File: config.mk
export PLATFORM = sky130hd
export DESIGN_NAME = coax_rx
export DESIGN_NICKNAME = d
export VERILOG_FILES = /design/src/rtl/coax_rx.sv
export SDC_FILE = /design/constraint.sdc
export NUM_CORES = 1
export LEC_CHECK = 0
export ABC_AREA = 0
export CORE_MARGIN = 1
export CORE_UTILIZATION = 58
export DETAILED_ROUTE_END_ITERATION = 8
export HOLD_SLACK_MARGIN = 0.03
export PLACE_DENSITY = 0.79
export REMOVE_ABC_BUFFERS = 1
export SLEW_MARGIN = 20
export SYNTH_ARGS = -nofsm -noshare
export SYNTH_HDL_FRONTEND = slang
export SYNTH_SLANG_ARGS = --single-unit
export TNS_END_PERCENT = 1
File: constraint.sdc
create_clock -name clk -period 2.6 [get_ports clk]
set_input_delay 0.39 -clock clk [delete_from_list [all_inputs] [get_ports clk]]
set_output_delay 0.39 -clock clk [all_outputs]
set_load 0.01 [all_outputs]
File: src/rtl/coax_rx.sv
// coax_rx: 3270 coax line receiver.
// Recovers mid-bit timing from oversampled rx and deframes 10-bit words.
module coax_rx #(
    parameter int CLOCKS_PER_BIT   = 8,
    parameter int MIN_QUIESCE_BITS = 3
) (
    input  logic       clk,
    input  logic       reset,
    input  logic       rx,
    output logic       active,
    output logic [9:0] data,
    output logic       data_strobe,
    output logic       parity_error,
    output logic       error
);

    localparam int C  = CLOCKS_PER_BIT;
    localparam int Q  = C / 4;
    localparam int CW = $clog2(3 * C + 1);
    localparam int QW = $clog2(MIN_QUIESCE_BITS + 1);

    localparam logic [CW-1:0] MID_LO  = CW'(C - Q);
    localparam logic [CW-1:0] MID_HI  = CW'(C + Q);
    localparam logic [CW-1:0] CV_LO   = CW'(2 * C - Q);
    localparam logic [CW-1:0] CV_HI   = CW'(2 * C + Q);
    localparam logic [CW-1:0] CNT_MAX = CW'(3 * C);
    localparam logic [QW-1:0] Q_FULL  = QW'(MIN_QUIESCE_BITS);

    typedef enum logic [2:0] {
        IDLE,
        QUIESCE,
        CV_WAIT,
        SYNC_WAIT,
        DATA,
        PARITY,
        NEXT
    } state_t;

    state_t        state, state_n;
    logic          rx_s1, rx_s2, rx_d;
    logic [CW-1:0] cnt, cnt_n;
    logic [QW-1:0] qcnt, qcnt_n;
    logic [3:0]    bitcnt, bitcnt_n;
    logic [9:0]    shreg, shreg_n;
    logic          par, par_n;
    logic          active_n, strobe_n, perr_n, err_n;
    logic [9:0]    data_n;

    logic rx_edge, rx_rise, mid, in_cv, to_bit, to_cv;

    assign rx_edge = rx_s2 ^ rx_d;
    assign rx_rise = rx_edge & rx_s2;
    assign mid     = rx_edge && cnt >= MID_LO && cnt <= MID_HI;
    assign in_cv   = cnt >= CV_LO && cnt <= CV_HI;
    // Timeouts fire one cycle early so the registered outputs
    // land in the cycle cnt first passes the window.
    assign to_bit  = !rx_edge && cnt >= MID_HI;
    assign to_cv   = !rx_rise && cnt >= CV_HI;

    // Two-flop synchronizer plus one-flop edge history.
    always_ff @(posedge clk or posedge reset) begin
        if (reset) begin
            rx_s1 <= 1'b0;
            rx_s2 <= 1'b0;
            rx_d  <= 1'b0;
        end else begin
            rx_s1 <= rx;
            rx_s2 <= rx_s1;
            rx_d  <= rx_s2;
        end
    end

    // State, timing counter, shift register and output registers.
    always_ff @(posedge clk or posedge reset) begin
        if (reset) begin
            state        <= IDLE;
            cnt          <= '0;
            qcnt         <= '0;
            bitcnt       <= '0;
            shreg        <= '0;
            par          <= 1'b0;
            active       <= 1'b0;
            data         <= '0;
            data_strobe  <= 1'b0;
            parity_error <= 1'b0;
            error        <= 1'b0;
        end else begin
            state        <= state_n;
            cnt          <= cnt_n;
            qcnt         <= qcnt_n;
            bitcnt       <= bitcnt_n;
            shreg        <= shreg_n;
            par          <= par_n;
            active       <= active_n;
            data         <= data_n;
            data_strobe  <= strobe_n;
            parity_error <= perr_n;
            error        <= err_n;
        end
    end

    // Next-state and next-output decode.
    always_comb begin
        state_n  = state;
        cnt_n    = (cnt == CNT_MAX) ? cnt : cnt + CW'(1);
        qcnt_n   = qcnt;
        bitcnt_n = bitcnt;
        shreg_n  = shreg;
        par_n    = par;
        active_n = active;
        data_n   = data;
        perr_n   = parity_error;
        strobe_n = 1'b0;
        err_n    = 1'b0;
        unique case (state)
            IDLE: begin
                if (rx_edge) begin
                    cnt_n   = '0;
                    qcnt_n  = '0;
                    state_n = QUIESCE;
                end
            end
            QUIESCE: begin
                if (mid) begin
                    cnt_n = '0;
                    if (!rx_s2)
                        qcnt_n = '0;
                    else if (qcnt != Q_FULL)
                        qcnt_n = qcnt + QW'(1);
                end else if (to_bit) begin
                    if (!rx_s2 && qcnt == Q_FULL)
                        state_n = CV_WAIT;
                    else
                        state_n = IDLE;
                end
            end
            CV_WAIT: begin
                if (rx_rise && in_cv) begin
                    state_n  = SYNC_WAIT;
                    cnt_n    = '0;
                    active_n = 1'b1;
                end else if (rx_rise || to_cv) begin
                    state_n = IDLE;
                end
            end
            SYNC_WAIT: begin
                if (rx_rise && in_cv) begin
                    state_n  = DATA;
                    cnt_n    = '0;
                    bitcnt_n = '0;
                    par_n    = 1'b1;
                end else if (rx_rise || to_cv) begin
                    state_n  = IDLE;
                    active_n = 1'b0;
                    err_n    = 1'b1;
                end
            end
            DATA: begin
                if (mid) begin
                    cnt_n   = '0;
                    shreg_n = {shreg[8:0], rx_s2};
                    par_n   = par ^ rx_s2;
                    if (bitcnt == 4'd9)
                        state_n = PARITY;
                    else
                        bitcnt_n = bitcnt + 4'd1;
                end else if (to_bit) begin
                    state_n  = IDLE;
                    active_n = 1'b0;
                    err_n    = 1'b1;
                end
            end
            PARITY: begin
                if (mid) begin
                    cnt_n    = '0;
                    data_n   = shreg;
                    strobe_n = 1'b1;
                    perr_n   = par ^ rx_s2;
                    state_n  = NEXT;
                end else if (to_bit) begin
                    state_n  = IDLE;
                    active_n = 1'b0;
                    err_n    = 1'b1;
                end
            end
            NEXT: begin
                if (mid) begin
                    cnt_n = '0;
                    if (rx_s2) begin
                        state_n  = DATA;
                        bitcnt_n = '0;
                        par_n    = 1'b1;
                    end else begin
                        state_n  = IDLE;
                        active_n = 1'b0;
                    end
                end else if (to_bit) begin
                    state_n  = IDLE;
                    active_n = 1'b0;
                    err_n    = 1'b1;
                end
            end
            default: state_n = IDLE;
        endcase
    end

endmodule
==> parameters.txt <==
Parameter                              Value

Clocking
  Max clock buf depth ... 2
  Root buffer cell ... sky130_fd_sc_hd__clkbuf_8
  Clock insertion delay at the later pin of the skew report ... around 0.29 ns
  Total CTS buffers ... 5
  Number of instances resized during post-cts repair ... 0
  CTS H-tree lvls ... 2
  Setup bufs post-CTS ... 0
  CTS sink cnt ... 42
  CTS tree ... done
  Clock Pin Slew Worst Setup and Hold Paths ... about 0.080 ns
  Hold buffer count at CTS ... 0

Floorplanning
  Die footprint ... between 4000 and 5000 um^2
  Area of the core region ... between 3000 and 4000 um^2
  Floorplan row count ... 22
  Die Wd ... roughly 65 um
  Die Height ... approximately 65 um
  Starting density of the core ... between 60% and 70%
  Top Ports ... 17

Placed design
  Half-perimeter wire length after placement ... approximately 3000 um
  Buffers on Ports ... 16
  Routability-driven placement congestion ratio ... 0.891
  Number of cells after detailed placement ... approximately 280
  Post-placement setup slack ... 0.390 ns
  Placed Area ... around 2500 um^2

Cells and area
  Filler-free cell count of the finished design ... ~290
  Filler cell count in the final layout ... 300
  Final cell area excluding filler cells ... 2610 um^2
  Antenna cell count ... 0
  Area Growth Syn to Fin ... 12.5%
  Share of the core filled with cells in the final layout ... 69.8%
  Fraction of final layout cells sized beyond drive strength 1 ... roughly a fifth
  Final nets ... roughly 250
  Multi-input gate area in the final layout ... between 1000 and 1500 um^2
  Flip-flop and latch area ... 1050 um^2

Synth
  Share of Yosys cell area claimed by the top area cell type ... between 40% and 50%
  Cells taking the most area after synthesis ... sky130_fd_sc_hd__dfrtp_1 (45%), sky130_fd_sc_hd__mux2_2 (6.3%), sky130_fd_sc_hd__mux2_4 (5.8%), sky130_fd_sc_hd__ha_1 (3.8%), sky130_fd_sc_hd__nand2_1 (2.7%)
  Sequential cell area fraction in the yosys report ... 45.3%
  Number of warnings issued by yosys ... 0
  Most frequent cell after synthesis ... sky130_fd_sc_hd__dfrtp_1
  Average cell area after synthesis ... 10.6 um^2
  Synthesis-stage register bit count ... 42
  Main flop type after synthesis ... sky130_fd_sc_hd__dfrtp_1
  Count of cell types in the netlist ... 56
  Number of synthesized flops with an enable pin ... 0
  Top cell types by occurrence after synthesis ... sky130_fd_sc_hd__dfrtp_1 (42), sky130_fd_sc_hd__nand2_1 (17), sky130_fd_sc_hd__nor2_1 (16)
  Post-synth ARST share ... between 90% and 100%
  Post-synthesis cell count ... 219
  Netlist area before placement ... 2320 um^2
  Dominant cell type by area after synthesis ... sky130_fd_sc_hd__dfrtp_1

Setup path
  Endpoint of the worst-slack reg-to-reg timing path ... shreg[4]
  CP endpoint ... shreg[4]
  Buffers and inverters on the worst path ... 0
  Cells on worst reg2reg path ... 4
  Cells along the critical path ... ha_1 -> nor2_1 -> nand3_1 -> mux2_2
  Slack of the worst reg-to-reg path ... 0.38 ns
  Cell with the largest stage delay on the worst path ... sky130_fd_sc_hd__nand3_1
  Startpoint of the most critical setup path ... rx_s2
  Crit path capture type ... flop
  Crit path max-delay family ... simple AND/OR/NAND/NOR gates
  Required time of the worst setup path ... around 2.8 ns
  Max incr delay on CP ... between 0.4 and 0.5 ns
  Beginning of the worst register-to-register path ... rx_s2
  Kind of critical path ... reg2reg
  Depth of the critical timing path with buffers and inverters included ... 4
  Max Fanout on Critical Path ... 13
  Arrival time of data at the critical path endpoint ... between 2 and 2.5 ns
  Startpoint types ... flop

Global route
  Vias in the first global route ... about 1700
  Pin count of the biggest net entering global routing ... between 40 and 50
  Antenna violations before repair ... 0
  Global-route wire length before repair ... a little under 8000 um
  GRT Util Overall ... 23.7%
  Remaining Overflow, GRT ... 0

Power and ir drop
  Pwr per Cell Area ... between 600 and 700 nW/um^2
  Max VDD drop ... between 0.4 and 0.5 mV
  Leakage power ... between 1 and 1.5 nW
  Overall Power ... around 1.7 mW

Routing
  Routed wire length ... roughly 4300 um
  DR DRC count ... 0
  Post-DRT Antenna Nets ... 0
  Overall via count from detail_route ... between 1500 and 2000
  Detail Route met2 WL ... between 2000 and 2500 um
  Routed wire length per instance ... 15.0 um
  Wl on met1 ... approximately 1900 um
  DR top layer ... met4
  DRT iter0 DRCs ... around 150
  Number of vias per cell after detailed routing ... slightly below 6
  Met3 wire length ... around 230 um
  Initial DRT Pass Iterations ... 4

Worst hold path
  Hold Crit Class ... reg2reg

STA
  Clock period minus worst slack ... about 2.2 ns
  Measured slew at the worst slew-check pin ... ~0.55 ns
  Max Transition Viols Final ... 0
  Max transition margin ... a little under two thirds
  Worst clock skew ... around 0.0046 ns
  Setup TNS ... 0 ns
  Maximum clock frequency ... 451 MHz
  Final setup violating endpoints ... 0
  Worst Slack Setup Final ... between 0.3 and 0.4 ns
  Fraction of the cycle the final worst path needs ... a little under nine tenths
  RSZ-0062 raised after global routing ... no
  Final Hold Violating Endpoints ... 0
  Worst hold slack ... ~0.36 ns

Status
  Result of the run ... complete, no violations

Run
  Number of max-capacitance violations reported ... 0
-- registers in the layout (all words and copies together), names as in the netlist --
register and count:
qcnt 2, shreg 10, state 3, rx_s2 1
active 1, data_strobe 1, data 10, parity_error 1
cnt 5, par 1, rx_s1 1, error 1
bitcnt 4, rx_d 1
-- worst reg2reg max path, stage by stage, from the launching register on --
cell,delay (ns)
sky130_fd_sc_hd__dfrtp_1,0.39
sky130_fd_sc_hd__ha_1,0.43
sky130_fd_sc_hd__nor2_1,0.37
sky130_fd_sc_hd__nand3_1,0.48
sky130_fd_sc_hd__mux2_2,0.44
-- power breakdown --
group / internal [mW] / switching (mW)
Combinational: 0.221 / 0.287
Sequential: 0.709 / 0.0876
Clock: 0.213 / 0.220
-- metal layers --
layer | vias to the layer above | track usage [%]
li1 | 821 | -
met1 | 810 | 32.4
met2 | 58 | 36.7
met3 | 10 | 4.51
met4 | 0 | 9.78
met5 | - | 0
-- cell families (layout without fill, tap and decap cells) --
group                      count (synthesis)  in the layout  share of synthesized area (%)
and+or+nand+nor                           75             75                           17.1
AOI/OAI and AO/OA                         43             43                           14.4
DFF                                       42             42                           45.3
buffers and inverters                     24             42                           4.96
muxes                                     23             23                           12.6
adders and majority gates                  7              7                           3.77
xor gates and xnor gates                   5              5                           1.89
-- cell usage in the layout, fill, tap and decap left out, types with 2 or more instances in the layout --
| cell type | instances |
|---|---|
| sky130_fd_sc_hd__ha_1 | 7 |
| sky130_fd_sc_hd__o22ai_1 | 2 |
| sky130_fd_sc_hd__and3_1 | 4 |
| sky130_fd_sc_hd__mux2_4 | 9 |
| sky130_fd_sc_hd__a22o_1 | 2 |
| sky130_fd_sc_hd__nand2_1 | 17 |
| sky130_fd_sc_hd__xor2_1 | 2 |
| sky130_fd_sc_hd__xnor2_1 | 3 |
| sky130_fd_sc_hd__a221o_1 | 2 |
| sky130_fd_sc_hd__o211ai_1 | 3 |
| sky130_fd_sc_hd__nand4_1 | 2 |
| sky130_fd_sc_hd__nor2_1 | 16 |
| sky130_fd_sc_hd__nand3_1 | 9 |
| sky130_fd_sc_hd__nand2b_1 | 4 |
| sky130_fd_sc_hd__dfrtp_1 | 42 |
| sky130_fd_sc_hd__a31o_2 | 2 |
| sky130_fd_sc_hd__nor3_1 | 9 |
| sky130_fd_sc_hd__or2_2 | 2 |
| sky130_fd_sc_hd__mux2_2 | 13 |
| sky130_fd_sc_hd__o31ai_1 | 2 |
| sky130_fd_sc_hd__a21oi_1 | 5 |
| sky130_fd_sc_hd__buf_4 | 6 |
| sky130_fd_sc_hd__clkdlybuf4s50_1 | 16 |
| sky130_fd_sc_hd__nor2b_1 | 2 |
| sky130_fd_sc_hd__clkbuf_8 | 6 |
| sky130_fd_sc_hd__a31oi_1 | 3 |
| sky130_fd_sc_hd__a211oi_1 | 3 |
| sky130_fd_sc_hd__o21ai_0 | 5 |
| sky130_fd_sc_hd__inv_1 | 12 |
-- area by class of cell --
cell class	instances	share of cell area, %
clock buffers	6	3.16
clock inverters	2	0.479
inverters	12	1.72
multi-input cells	153	44.2
flip-flops and latches	42	40.2
well taps	48	2.30
repair buffers	22	7.86
-- how the worst min path moves through the flow --
| stage | from | to | slack [ns] | cells past startpoint |
|---|---|---|---|---|
| 4_1_cts | rx_s1 | rx_s2 | 0.37 | 0 |
| 3_5_place_dp | rx_s1 | rx_s2 | 0.35 | 0 |
| 2_1_floorplan | rx_s1 | rx_s2 | 0.33 | 0 |
| 3_3_place_gp | rx_s1 | rx_s2 | 0.33 | 0 |
| 5_1_grt | rx_s1 | rx_s2 | 0.38 | 0 |
| 6_report | rx_s1 | rx_s2 | 0.36 | 0 |
Power figures use the tool's default switching activity.
